## config.mk

```make
export PLATFORM = sky130hd
export DESIGN_NAME = fifo_rd_ctrl_flat
export DESIGN_NICKNAME = d
export VERILOG_FILES = /design/src/rtl/fifo_rd_ctrl_pkg.sv /design/src/rtl/fifo_rd_ctrl_if.sv /design/src/rtl/fifo_rd_skid.sv /design/src/rtl/fifo_rd_ctrl.sv /design/src/flat_wrapper.sv
export SDC_FILE = /design/constraint.sdc
export NUM_CORES = 1
export LEC_CHECK = 0
export CORE_MARGIN = 10
export CORE_UTILIZATION = 52
export DETAILED_ROUTE_END_ITERATION = 8
export PLACE_DENSITY = 0.87
export SYNTH_ARGS = -nofsm -noshare
export SYNTH_HDL_FRONTEND = slang
export SYNTH_SLANG_ARGS = --single-unit
```

## constraint.sdc

```tcl
create_clock -name clk -period 2.75 [get_ports clk]
set_input_delay 0.275 -clock clk [delete_from_list [all_inputs] [get_ports clk]]
set_output_delay 0.275 -clock clk [all_outputs]
set_load 0.1 [all_outputs]
```

## src/rtl/fifo_rd_ctrl_pkg.sv

```systemverilog
`timescale 1ns/1ps
`default_nettype none
// ============================================================================
// Module  : fifo_rd_ctrl_pkg
// Purpose : Shared definitions for the FIFO read-side master: FIFO depth,
//           controller state encoding and the burst-length clamp helper.
// Ports   : none (package)
// Revision: 1.0 - initial release
// ============================================================================
package fifo_rd_ctrl_pkg;

  // Depth of the FIFO this master drains; also the largest burst it will run.
  localparam int unsigned c_depth = 8;

  // Controller states; the encoding is visible on debug taps, so it is fixed.
  typedef enum logic [2:0] {
    ST_IDLE  = 3'd0,
    ST_READ  = 3'd1,
    ST_DRAIN = 3'd2,
    ST_DONE  = 3'd3,
    ST_ERROR = 3'd4
  } state_e;

  // A request larger than the FIFO can ever hold is reduced to the FIFO depth.
  function automatic logic [3:0] clamp_len(input logic [3:0] req,
                                           input logic [3:0] depth);
    return (req > depth) ? depth : req;
  endfunction

endpackage
`default_nettype wire

```

## src/rtl/fifo_rd_ctrl_if.sv

```systemverilog
`timescale 1ns/1ps
`default_nettype none
// ============================================================================
// Module  : fifo_rd_ctrl_if
// Purpose : Valid/ready stream between the FIFO read master and a consumer.
// Ports   : m_data  - stream word (master -> slave)
//           m_valid - word present, held stable until accepted
//           m_ready - consumer accepts when m_valid & m_ready
// Revision: 1.0 - initial release
// ============================================================================
interface fifo_rd_ctrl_if #(
  parameter int DATA_W = 32
);
  logic [DATA_W-1:0] m_data;
  logic              m_valid;
  logic              m_ready;

  modport master (output m_data, output m_valid, input m_ready);
  modport slave  (input m_data, input m_valid, output m_ready);
endinterface
`default_nettype wire

```

## src/rtl/fifo_rd_skid.sv

```systemverilog
`timescale 1ns/1ps
`default_nettype none
// ============================================================================
// Module  : fifo_rd_skid
// Purpose : Two-entry FIFO-ordered buffer that absorbs downstream stalls.
// Ports   : clk, reset_n - clock, synchronous active-low reset
//           push, din    - write din at the tail
//           pop          - drop the head entry (ignored when empty)
//           dout         - head entry
//           occ          - number of stored entries (0..2)
// Revision: 1.0 - initial release
// ============================================================================
module fifo_rd_skid #(
  parameter int DATA_W = 32
) (
  input  logic              clk,
  input  logic              reset_n,
  input  logic              push,
  input  logic [DATA_W-1:0] din,
  input  logic              pop,
  output logic [DATA_W-1:0] dout,
  output logic [1:0]        occ
);

  logic [1:0][DATA_W-1:0] mem_q, mem_d;
  logic                   head_q, head_d;
  logic [1:0]             occ_q, occ_d;
  logic                   do_push, do_pop, tail;

  always_comb begin
    do_pop  = pop & (occ_q != 2'd0);
    // When full, a push is only accepted alongside a pop of the head.
    do_push = push & ((occ_q != 2'd2) | do_pop);
    // With two entries the tail wraps onto the head slot being popped.
    tail    = head_q ^ occ_q[0];
    mem_d   = mem_q;
    head_d  = head_q;
    occ_d   = occ_q;
    if (do_push) mem_d[tail] = din;
    if (do_pop)  head_d = ~head_q;
    case ({do_push, do_pop})
      2'b10:   occ_d = occ_q + 2'd1;
      2'b01:   occ_d = occ_q - 2'd1;
      default: occ_d = occ_q;
    endcase
  end

  always_ff @(posedge clk) begin
    if (!reset_n) begin
      mem_q  <= '0;
      head_q <= 1'b0;
      occ_q  <= 2'd0;
    end else begin
      mem_q  <= mem_d;
      head_q <= head_d;
      occ_q  <= occ_d;
    end
  end

  assign dout = mem_q[head_q];
  assign occ  = occ_q;

endmodule
`default_nettype wire

```

## src/rtl/fifo_rd_ctrl.sv

```systemverilog
`timescale 1ns/1ps
`default_nettype none
// ============================================================================
// Module  : fifo_rd_ctrl
// Purpose : Read-side master for the FIFO. On start it pops up to DEPTH words
//           and forwards them over a valid/ready stream, never reading an
//           empty FIFO and buffering up to two words across consumer stalls.
// Ports   : clk, reset_n           - clock, synchronous active-low reset
//           start, burst_len       - burst request (accepted only when idle)
//           dout, data_count       - FIFO read data and occupancy
//           rd_ack, rd_err         - FIFO read response, cycle after rd_en
//           rd_en                  - FIFO pop request
//           m_if (master)          - outgoing valid/ready stream
//           busy, done, err        - status: active, end pulse, sticky error
// Revision: 1.0 - initial release
// ============================================================================
module fifo_rd_ctrl
  import fifo_rd_ctrl_pkg::*;
#(
  parameter int DATA_W = 32,
  parameter int DEPTH  = c_depth
) (
  input  logic              clk,
  input  logic              reset_n,
  input  logic              start,
  input  logic [3:0]        burst_len,
  input  logic [DATA_W-1:0] dout,
  input  logic [3:0]        data_count,
  input  logic              rd_ack,
  input  logic              rd_err,
  output logic              rd_en,
  fifo_rd_ctrl_if.master    m_if,
  output logic              busy,
  output logic              done,
  output logic              err
);

  localparam logic [3:0] c_len_max = 4'(DEPTH);

  state_e      state_q, state_d;
  logic [3:0]  len_q, len_d;
  logic [3:0]  issued_q, issued_d;
  logic [3:0]  recvd_q, recvd_d;
  logic        inflight_q, inflight_d;
  logic        err_q, err_d;

  logic        active, push, pop, fifo_err;
  logic [1:0]  occ;
  logic [2:0]  pending;
  logic [3:0]  req_len;
  logic [DATA_W-1:0] head;

  assign active   = (state_q != ST_IDLE);
  // Responses are ignored while idle: nothing can legitimately be pending.
  assign push     = rd_ack & active;
  assign fifo_err = rd_err & active;
  assign pop      = (occ != 2'd0) & m_if.m_ready;
  // Words already buffered plus the one on its way back from the FIFO.
  assign pending  = {1'b0, occ} + {2'b00, inflight_q};
  assign req_len  = clamp_len(burst_len, c_len_max);

  // data_count already reflects a pop issued last cycle, so the in-flight
  // read is subtracted conservatively; reset blocks a pop in the reset cycle.
  assign rd_en = reset_n & (state_q == ST_READ) & (issued_q < len_q)
               & (data_count > {3'b000, inflight_q}) & (pending < 3'd2);

  fifo_rd_skid #(.DATA_W(DATA_W)) u_skid (
    .clk     (clk),
    .reset_n (reset_n),
    .push    (push),
    .din     (dout),
    .pop     (pop),
    .dout    (head),
    .occ     (occ)
  );

  assign m_if.m_data  = head;
  assign m_if.m_valid = (occ != 2'd0);
  assign busy         = active;
  assign done         = (state_q == ST_DONE);
  assign err          = err_q;

  always_comb begin
    state_d    = state_q;
    len_d      = len_q;
    issued_d   = issued_q + {3'b000, rd_en};
    recvd_d    = recvd_q + {3'b000, push};
    inflight_d = rd_en;
    err_d      = err_q | fifo_err;
    case (state_q)
      ST_IDLE: begin
        if (start) begin
          len_d    = req_len;
          issued_d = 4'd0;
          recvd_d  = 4'd0;
          err_d    = 1'b0;
          state_d  = (req_len == 4'd0) ? ST_DONE : ST_READ;
        end
      end
      ST_READ: begin
        if (fifo_err)               state_d = ST_ERROR;
        else if (issued_d == len_q) state_d = ST_DRAIN;
      end
      ST_DRAIN: begin
        if (fifo_err) state_d = ST_ERROR;
        else if ((recvd_q == len_q) && (occ == 2'd0)) state_d = ST_DONE;
      end
      ST_ERROR: begin
        // Stop reading but let buffered and in-flight words reach the consumer.
        err_d = 1'b1;
        if ((occ == 2'd0) && !inflight_q) state_d = ST_DONE;
      end
      ST_DONE:  state_d = ST_IDLE;
      default:  state_d = ST_IDLE;
    endcase
  end

  always_ff @(posedge clk) begin
    if (!reset_n) begin
      state_q    <= ST_IDLE;
      len_q      <= 4'd0;
      issued_q   <= 4'd0;
      recvd_q    <= 4'd0;
      inflight_q <= 1'b0;
      err_q      <= 1'b0;
    end else begin
      state_q    <= state_d;
      len_q      <= len_d;
      issued_q   <= issued_d;
      recvd_q    <= recvd_d;
      inflight_q <= inflight_d;
      err_q      <= err_d;
    end
  end

endmodule
`default_nettype wire
```

## src/flat_wrapper.sv

```systemverilog
// flat-port wrapper written by rule: the top's interface ports become plain ports
module fifo_rd_ctrl_flat import fifo_rd_ctrl_pkg::*;
#(
  parameter int DATA_W = 32,
  parameter int DEPTH  = c_depth
)
  (clk, reset_n, start, burst_len, dout, data_count, rd_ack, rd_err, rd_en, busy, done, err, m_if_m_data, m_if_m_valid, m_if_m_ready);
  fifo_rd_ctrl_if #(.DATA_W(DATA_W)) m_if_i ();
  input  logic clk;
  input  logic reset_n;
  input  logic start;
  input  logic [3:0] burst_len;
  input  logic [DATA_W-1:0] dout;
  input  logic [3:0] data_count;
  input  logic rd_ack;
  input  logic rd_err;
  output logic rd_en;
  output logic busy;
  output logic done;
  output logic err;
  output wire logic [$bits(m_if_i.m_data)-1:0] m_if_m_data;
  output wire logic [$bits(m_if_i.m_valid)-1:0] m_if_m_valid;
  input wire logic [$bits(m_if_i.m_ready)-1:0] m_if_m_ready;
  assign m_if_m_data = m_if_i.m_data;
  assign m_if_m_valid = m_if_i.m_valid;
  assign m_if_i.m_ready = m_if_m_ready;
  fifo_rd_ctrl #(.DATA_W(DATA_W), .DEPTH(DEPTH)) u_core (.clk(clk), .reset_n(reset_n), .start(start), .burst_len(burst_len), .dout(dout), .data_count(data_count), .rd_ack(rd_ack), .rd_err(rd_err), .rd_en(rd_en), .m_if(m_if_i), .busy(busy), .done(done), .err(err));
endmodule
```

==> results.cfg <==
[placement]
port_buffers = 82
dp_hpwl_um = 6900
place_congestion = 0.860
placed_area_um2 = 4880

[final_layout]
area_growth_pct = 21.4
final_common_cell = dfxtp_1
fin_area_um2 = 5070
layout_common_cells = dfxtp_1, o21ai_0, nand3_1, a21boi_1, clkdlybuf4s50_1
final_util = 0.653
num_antenna_cells = 0
fin_nets = 577
drive_above_1_share = 0.188

[logic_synthesis]
yosysSeqAreaShare = 0.402
synthArstFlopShare = 0
yosysWarningCount = 0
syn_inst = 465
netlist.area_leader.share = 0.402
synth_nets = 520
synth_top_cells_by_area = dfxtp_1, a21boi_1, mux2_2
yosysUniqueCellTypes = 43
syn_area_um2 = 4180
synth_area_leader_cell = dfxtp_1
ys.flop_type = dfxtp_1
avgSynthCellArea_um2 = 8.99
synth-edff-count = 0
ys_ff_latch = 84

[critical_path]
worst-path-buf-inv = 1
reg2reg_to = u_core.state_q[0]$_SDFFE_PN0P_
crit_fanout = 4
crit_type = flop to flop
path_common_cell = ha_1
crit_start = u_core.len_q[3]$_SDFFE_PN0P_
crit_chain = inv_1 > ha_1 > nor4bb_1 > nand3_1 > a21oi_4 > ha_2 > ha_1 > xor2_1 > nor2_1 > nand4b_1 > nor4b_1
start_kind = flop
cpPeakStageDelay_ns = 0.44
critical_path.endpoint = u_core.state_q[0]$_SDFFE_PN0P_
cp-end-kind = flop
reg2regPathDepth = 11
crit_family = simple AND/OR/NAND/NOR gates
cp.arrival_ns = 2.67
regToRegSetupSlack_ns = 0.31
r2r_start = u_core.len_q[3]$_SDFFE_PN0P_
cpMaxStageDelayCell = dfxtp_1
crit_cells = 11
required_ns = 2.98

[timing]
skew_ns = 0.00919
worst_pin_slew_ns = 1.11
final.setup.tns_ns = 0
setup_violations = 0
finalCriticalPeriod_ns = 2.44
rsz0062_at_grt = no
relSlewSlack = 0.257
final_max_slew_viol_count = 0
fmax_mhz = 409
post-route-period-util = 0.889
hold_viol_final = 0

[global_routing]
grt.total_usage = 0.175
grt_max_degree = 80
grt_pass1_wl_um = 17100
antenna_found_initial = 0
grt-ovfl-total = 0
grt_pass1_vias = 3531

[die]
die_w_um = 110
io_pins = 83
num_rows = 32
die-area_um2 = 12000
die_y_um = 110
start_util = 0.538
coreArea_um2 = 7770

[status]
status = finished, final reports clean

[power_and_ir_drop]
leakage_nw = 1.90
ir_worst_vdd_uv = 584
p_per_area_nw_per_um2 = 941

[drt]
drt_iter0_drc = 195
routed_wl_um = 10500
dr_total_vias = 3655
remaining_drc_errors = 0
post_drt_wl_per_cell_um = 16.8
viasPerCell = 5.81
drtAntennaViolNets = 0
dr.pass1.iters = 5

[clock_tree]
clock_path_buffers = 2
numCtsBuffers = 9
cts_resized = 0
root_buffer = clkbuf_8
cts_tree = yes
cts.sinks = 84
clk_pin_slew_ns = 0.08
cts_htree_levels = 3
post-cts-setup-buffer-count = 0
hold_buffers = 0
clk_latency_ns = 0.35

[job]
maxCapViolations = 0

[worst_hold_path]
hold_path.class = input port to flop
==> worst register-to-register path: stages, from the launching register on <==
cell and delay [ns]:
dfxtp_1 0.44, inv_1 0.07, ha_1 0.17, nor4bb_1 0.28, nand3_1 0.18, a21oi_4 0.19, ha_2 0.21, ha_1 0.25
xor2_1 0.15, nor2_1 0.13, nand4b_1 0.10, nor4b_1 0.15
==> cell usage after synthesis, types with 2 or more instances <==
cell type,n
a21boi_0,20
a21boi_1,48
a21o_1,2
a21oi_1,5
and2_1,4
and3_1,4
buf_1,3
buf_2,12
buf_4,2
buf_6,6
clkbuf_1,16
clkbuf_2,3
dfxtp_1,84
ha_1,9
inv_1,5
inv_2,2
mux2_2,32
nand2_1,10
nand2b_1,4
nand3_1,68
nand4b_1,4
nor2_1,9
nor2b_1,2
nor3_1,3
nor4b_1,3
o21a_1,3
o21ai_0,69
o31ai_1,2
or2_1,2
xnor2_1,11
xor2_1,6
==> routing by layer <==
layer | vias up | GRT usage | wire (um)
li1 | 1773 | - | -
met1 | 1764 | 0.218 | 4650
met2 | 104 | 0.285 | 5090
met3 | 14 | 0.0363 | 621
met4 | 0 | 0.0762 | 189
met5 | - | 0 | 0
==> layout make-up <==
class	instances	area, um^2
multi-input combinational	332	2260
tap	102	128
fill	658	2700
sequential	84	1680
timing repair buffer	88	781
clock inverter	4	48.8
inverter	7	26.3
clock buffer	12	145
==> through the flow <==
stage	setup WS, ns	cells	power [mW]	hold WS [ns]
after floorplan	0.0117	465	3.44	0.422
after global placement	0.141	613	3.89	0.455
after detailed placement	0.0540	613	3.92	0.463
after CTS	0.316	629	4.79	0.401
after global routing	0.107	629	5.01	0.430
final	0.306	629	4.77	0.409
==> cell families (layout without fill, tap and decap cells) <==
group,Yosys count,in the layout,share of synthesized area
buffers and inverters,49,111,0.0611
AOI/OAI and AO/OA,154,154,0.232
adders and majority gates,9,9,0.0269
DFF,84,84,0.402
xor gates and xnor gates,17,17,0.0356
and+or+nand+nor,119,119,0.153
muxes,33,33,0.0886
==> power breakdown <==
part | leakage [nW] | switching (mW) | internal, mW
Combinational | 1.12 | 1.75 | 0.616
Sequential | 0.682 | 0.140 | 1.39
Clock | 0.100 | 0.438 | 0.444
Total | 1.90 | 2.33 | 2.45
==> flip-flops by register name, summed over array words and instances (netlist names) <==
signal                cells
u_core.state_q            3
u_core.len_q              4
u_core.u_skid.head_q      1
u_core.inflight_q         1
u_core.err                1
u_core.u_skid.mem_q      64
u_core.u_skid.occ         2
u_core.recvd_q            4
u_core.issued_q           4
==> worst min-delay path by stage <==
| stage | start | to | slack [ns] | cells after the start |
|---|---|---|---|---|
| 2_1_floorplan | dout[0] | u_core.u_skid.mem_q[0]$_SDFFE_PN0P_ | 0.42 | 2 |
| 3_3_place_gp | u_core.u_skid.mem_q[56]$_SDFFE_PN0P_ | u_core.u_skid.mem_q[56]$_SDFFE_PN0P_ | 0.46 | 2 |
| 3_5_place_dp | u_core.u_skid.mem_q[58]$_SDFFE_PN0P_ | u_core.u_skid.mem_q[58]$_SDFFE_PN0P_ | 0.46 | 2 |
| 4_1_cts | reset_n | u_core.inflight_q$_SDFF_PN0_ | 0.40 | 4 |
| 5_1_grt | reset_n | u_core.inflight_q$_SDFF_PN0_ | 0.43 | 4 |
| 6_report | reset_n | u_core.inflight_q$_SDFF_PN0_ | 0.41 | 4 |
No activity file was read; power rests on OpenSTA's default activity.
==> patch 1, RTL diff (config.mk and constraints unchanged) <==
Re-encode `state_e` (5 states) as one-hot, 5 bits wide.
--- a/src/rtl/fifo_rd_ctrl_pkg.sv
+++ b/src/rtl/fifo_rd_ctrl_pkg.sv
@@ -14,10 +14,10 @@
 
   // Controller states; the encoding is visible on debug taps, so it is fixed.
-  typedef enum logic [2:0] {
-    ST_IDLE  = 3'd0,
-    ST_READ  = 3'd1,
-    ST_DRAIN = 3'd2,
-    ST_DONE  = 3'd3,
-    ST_ERROR = 3'd4
+  typedef enum logic [4:0] {
+    ST_IDLE  = 5'b00001,
+    ST_READ  = 5'b00010,
+    ST_DRAIN = 5'b00100,
+    ST_DONE  = 5'b01000,
+    ST_ERROR = 5'b10000
   } state_e;
 
Formal check against the unedited RTL: no difference found for any inputs over 4 cycles, from zero or initial values and one cycle with reset_n low; so few cycles prove little.
==> patch 1 against the original RTL <==
  * Total power decreased by 4.9%
  * Core utilization is 3.0 points higher
  * Setup slack got worse by 0.19 ns
  * Sequential cell count up 2
  * Routed wire length is 13% lower
  * Maximum frequency is 7.1% lower
  * Clock power up 20%
  * Critical endpoint is now u_core.state_q[1]$_SDFFE_PN0P_
  * Cell area up 3.6%
  * Area after synthesis fell by 1.9%
==> patch 1: results (changes against the original RTL) <==
[setup_path]
regToRegEndpoint=u_core.state_q[1]$_SDFFE_PN0P_
setup.worst_path.start=u_core.state_q[0]$_SDFFE_PN1P_
rrSetupSlack_ns=0.12  ; -0.19 ns
path_delay_family=simple AND/OR/NAND/NOR gates
r2r_cells=10  ; -1
critPathSlowestCell=or3_4
path_max_fanout=6  ; +2
critPathArrivalTime_ns=2.87  ; +0.20 ns

[detailed_routing]
routedWlPerCell_microns=15.94  ; -4.9%
drt_pass1_iterations=4  ; -1
vias=2987  ; -18%
drt_iter0_markers=92  ; -53%

[power_and_ir_drop]
p_clk_frac=0.234  ; +0.049
internal-power_mw=2.675  ; +9.4%
p_comb_mw=1.92  ; -19%
peakVddDrop_mv=0.6198  ; +6.1%
p_leak_nw=1.985  ; +4.2%
finalPower_mw=4.542  ; -4.9%

[global_routing]
grt_max_degree=82  ; +2.5%
grt_first_pass_wirelength_microns=14900  ; -13%
grt_usage=0.1537  ; -0.02098
grt_pass1_vias=3196  ; -9.5%

[synthesis]
synth_compound_area_frac=0.04548  ; -0.1866
syn-num-nets=445  ; -14%
netlist_top_cells_area=dfxtp_1, mux2i_1, nor2b_1
yosysUniqueCellTypes=39  ; -9.3%
seq_area_frac_synth=0.4200  ; +0.01763
synth_xor_area_frac=0.03632  ; +0.0006960
synthAdderAreaFrac=0.02747  ; +0.0005264
synthTopCellsByCount=dfxtp_1, nor2b_1, mux2i_1, mux2_2, clkbuf_1
muxShareOfSynthArea=0.2466  ; +0.1580

[clock_tree]
ctsRootBufferMaster=clkbuf_8
ctsResizeCount=0  ; unchanged

[layout]
drive_gt1_frac=0.2405  ; +0.05265
nets=524  ; -9.2%
diodes=0  ; unchanged

[timing]
fmax_mhz=380.0  ; -7.1%
max_slew.worst_pin.slew_ns=0.6847  ; -0.4302 ns
whs_ns=0.3045  ; -0.1042 ns

[placed_design]
dpl_worst_slack_ns=-0.2541  ; -0.3081 ns
hpwlAfterDp_microns=6380  ; -7.5%
gp_congestion=0.8261  ; -3.9%
dpl_cell_area_sq_um=4941  ; +1.3%

[run_status]
outcome=completed

[hold_path]
min_to=u_core.inflight_q$_SDFF_PN0_
whs_path_depth=3  ; -1

## patch 1: changes by cell type after synthesis, sizes merged, moves of 6 or more
cell,before,now
o21ai,71,9
nor2b,2,71
a21boi,68,1
buf,23,9
nand3,68,2
clkbuf,19,13
mux2i,1,65
## patch 1: cell type report
type                    instances  area (sq um)
clock buffers                   9         123.9
clock inverters                 7         121.4
fillers                       586          2435
inverters                       7         26.28
multi-input cells             275          2313
flip-flops and latches         86          1732
well taps                     102         127.6
repair buffers                 90         808.3
## patch 1: layer usage
| metal | GRT usage | wire length, microns | part of all wire | vias up |
|---|---|---|---|---|
| li1 | - | - | - | 1490 |
| met1 | 0.1736 | 3909 | 0.43 | 1410 |
| met2 | 0.2634 | 4493 | 0.49 | 72 |
| met3 | 0.05369 | 654 | 0.071 | 15 |
| met4 | 0.05461 | 127 | 0.014 | 0 |
| met5 | 0 | 0 | 0 | - |
==> patch 2, RTL diff (same flow settings) <==
Made on the original files. `DATA_W` is set to 32 in 4 places; all go to 24.
--- a/src/rtl/fifo_rd_ctrl_if.sv
+++ b/src/rtl/fifo_rd_ctrl_if.sv
@@ -10,5 +10,5 @@
 // ============================================================================
 interface fifo_rd_ctrl_if #(
-  parameter int DATA_W = 32
+  parameter int DATA_W = 24
 );
   logic [DATA_W-1:0] m_data;
--- a/src/rtl/fifo_rd_skid.sv
+++ b/src/rtl/fifo_rd_skid.sv
@@ -12,5 +12,5 @@
 // ============================================================================
 module fifo_rd_skid #(
-  parameter int DATA_W = 32
+  parameter int DATA_W = 24
 ) (
   input  logic              clk,
--- a/src/rtl/fifo_rd_ctrl.sv
+++ b/src/rtl/fifo_rd_ctrl.sv
@@ -18,5 +18,5 @@
   import fifo_rd_ctrl_pkg::*;
 #(
-  parameter int DATA_W = 32,
+  parameter int DATA_W = 24,
   parameter int DEPTH  = c_depth
 ) (
--- a/src/flat_wrapper.sv
+++ b/src/flat_wrapper.sv
@@ -2,5 +2,5 @@
 module fifo_rd_ctrl_flat import fifo_rd_ctrl_pkg::*;
 #(
-  parameter int DATA_W = 32,
+  parameter int DATA_W = 24,
   parameter int DEPTH  = c_depth
 )
Interface: changed (resized dout and m_if_m_data); port bits go from 83 to 67. The function was not compared with the original's and may differ.
==> patch 2 against the original RTL <==
  * Area after synthesis down 16%
  * Total power down 15%
  * Critical endpoint unchanged
  * Routed wire length down 15%
  * Setup slack worse by 0.028 ns
  * Maximum frequency down 1.1%
  * Final cell count down 18%
  * Cell area down 10%
  * Hold slack worse by 0.092 ns
  * Core utilization up 5.7 points
  * Sequential cell count down 16
  * Critical path depth unchanged
  * First-iteration DRC count up 7.7%
  * Largest power group unchanged
==> patch 2: results (changes against the original RTL) <==
[run_status]
outcome=completed

[global_routing]
grt_util_met3=0.03981  ; +0.003533
globalRouteMet1Util=0.2010  ; -0.01723
grt_pass1_vias=3068  ; -13%
grt_first_pass_wirelength_microns=14660  ; -14%

[placed_design]
hpwlAfterDp_microns=6122  ; -11%
place_inst=500  ; -18%
gp_congestion=0.8082  ; -6.0%
dpl_worst_slack_ns=0.01890  ; -0.03511 ns

[detailed_routing]
routedWlPerCell_microns=17.31  ; +3.2%
drt_iter0_markers=210  ; +7.7%
wl_met2_microns=4596  ; -9.7%
met1_length_microns=3774  ; -19%
wl_met3_microns=437  ; -30%
drt_pass1_iterations=4  ; -1
vias=3059  ; -16%

[layout]
non_clock_buffer_area_share=0.2122  ; +0.05831
area_growth_pct=30.76
seq_share=0.2986  ; -0.03342
nMultiInputCombCells=273  ; -18%
largest_reg_flops=48  ; -25%
nFlopsAndLatches=68  ; -19%
inverters=8  ; +1
fillCellCount=466  ; -29%

[synthesis]
synthTopCellsByCount=dfxtp_1, nand3_1, a21boi_1, o21ai_0, mux2_2
syn_avg_cell_area_sq_um=9.207  ; +2.5%

[timing]
skew_ns=0.006126  ; -0.003065 ns

[setup_path]
rrSetupSlack_ns=0.28  ; -0.03 ns
path_delay_family=compound AO/OA/AOI/OAI gates

[die]
taps=77  ; -25%

[power_and_ir_drop]
internal-power_mw=2.149  ; -12%

## patch 2: cell count changes in the layout (fill, tap and decap cells not counted), sizes merged, moves of 3 or more
cell           unedited run  this run
clkdlybuf4s50            44        36
nor4b                     3         0
nand3                    68        51
a21oi                     5         2
buf                      44        38
o21ai                    71        53
mux2                     32        24
a21boi                   68        52
dfxtp                    84        68
## patch 2: power by group through the flow
stage | Combinational, mW | Clock, mW | Sequential (mW)
global placement | 2.09 | 0 | 1.21
detailed placement | 2.11 | 0 | 1.22
floorplan | 1.54 | 0 | 1.21
finish | 2.12 | 0.737 | 1.20
CTS | 2.12 | 0.750 | 1.20
global route | 2.23 | 0.796 | 1.22
## patch 2: cell families after synthesis
logic type               synth area share
flip-flops                         0.3901
AO/OA/AOI/OAI                      0.2306
AND/OR/NAND/NOR                    0.1585
buffers and inverters             0.06812
XOR/XNOR                          0.04016
multiplexers                      0.08032
adder cells (fa/ha/maj)           0.03227
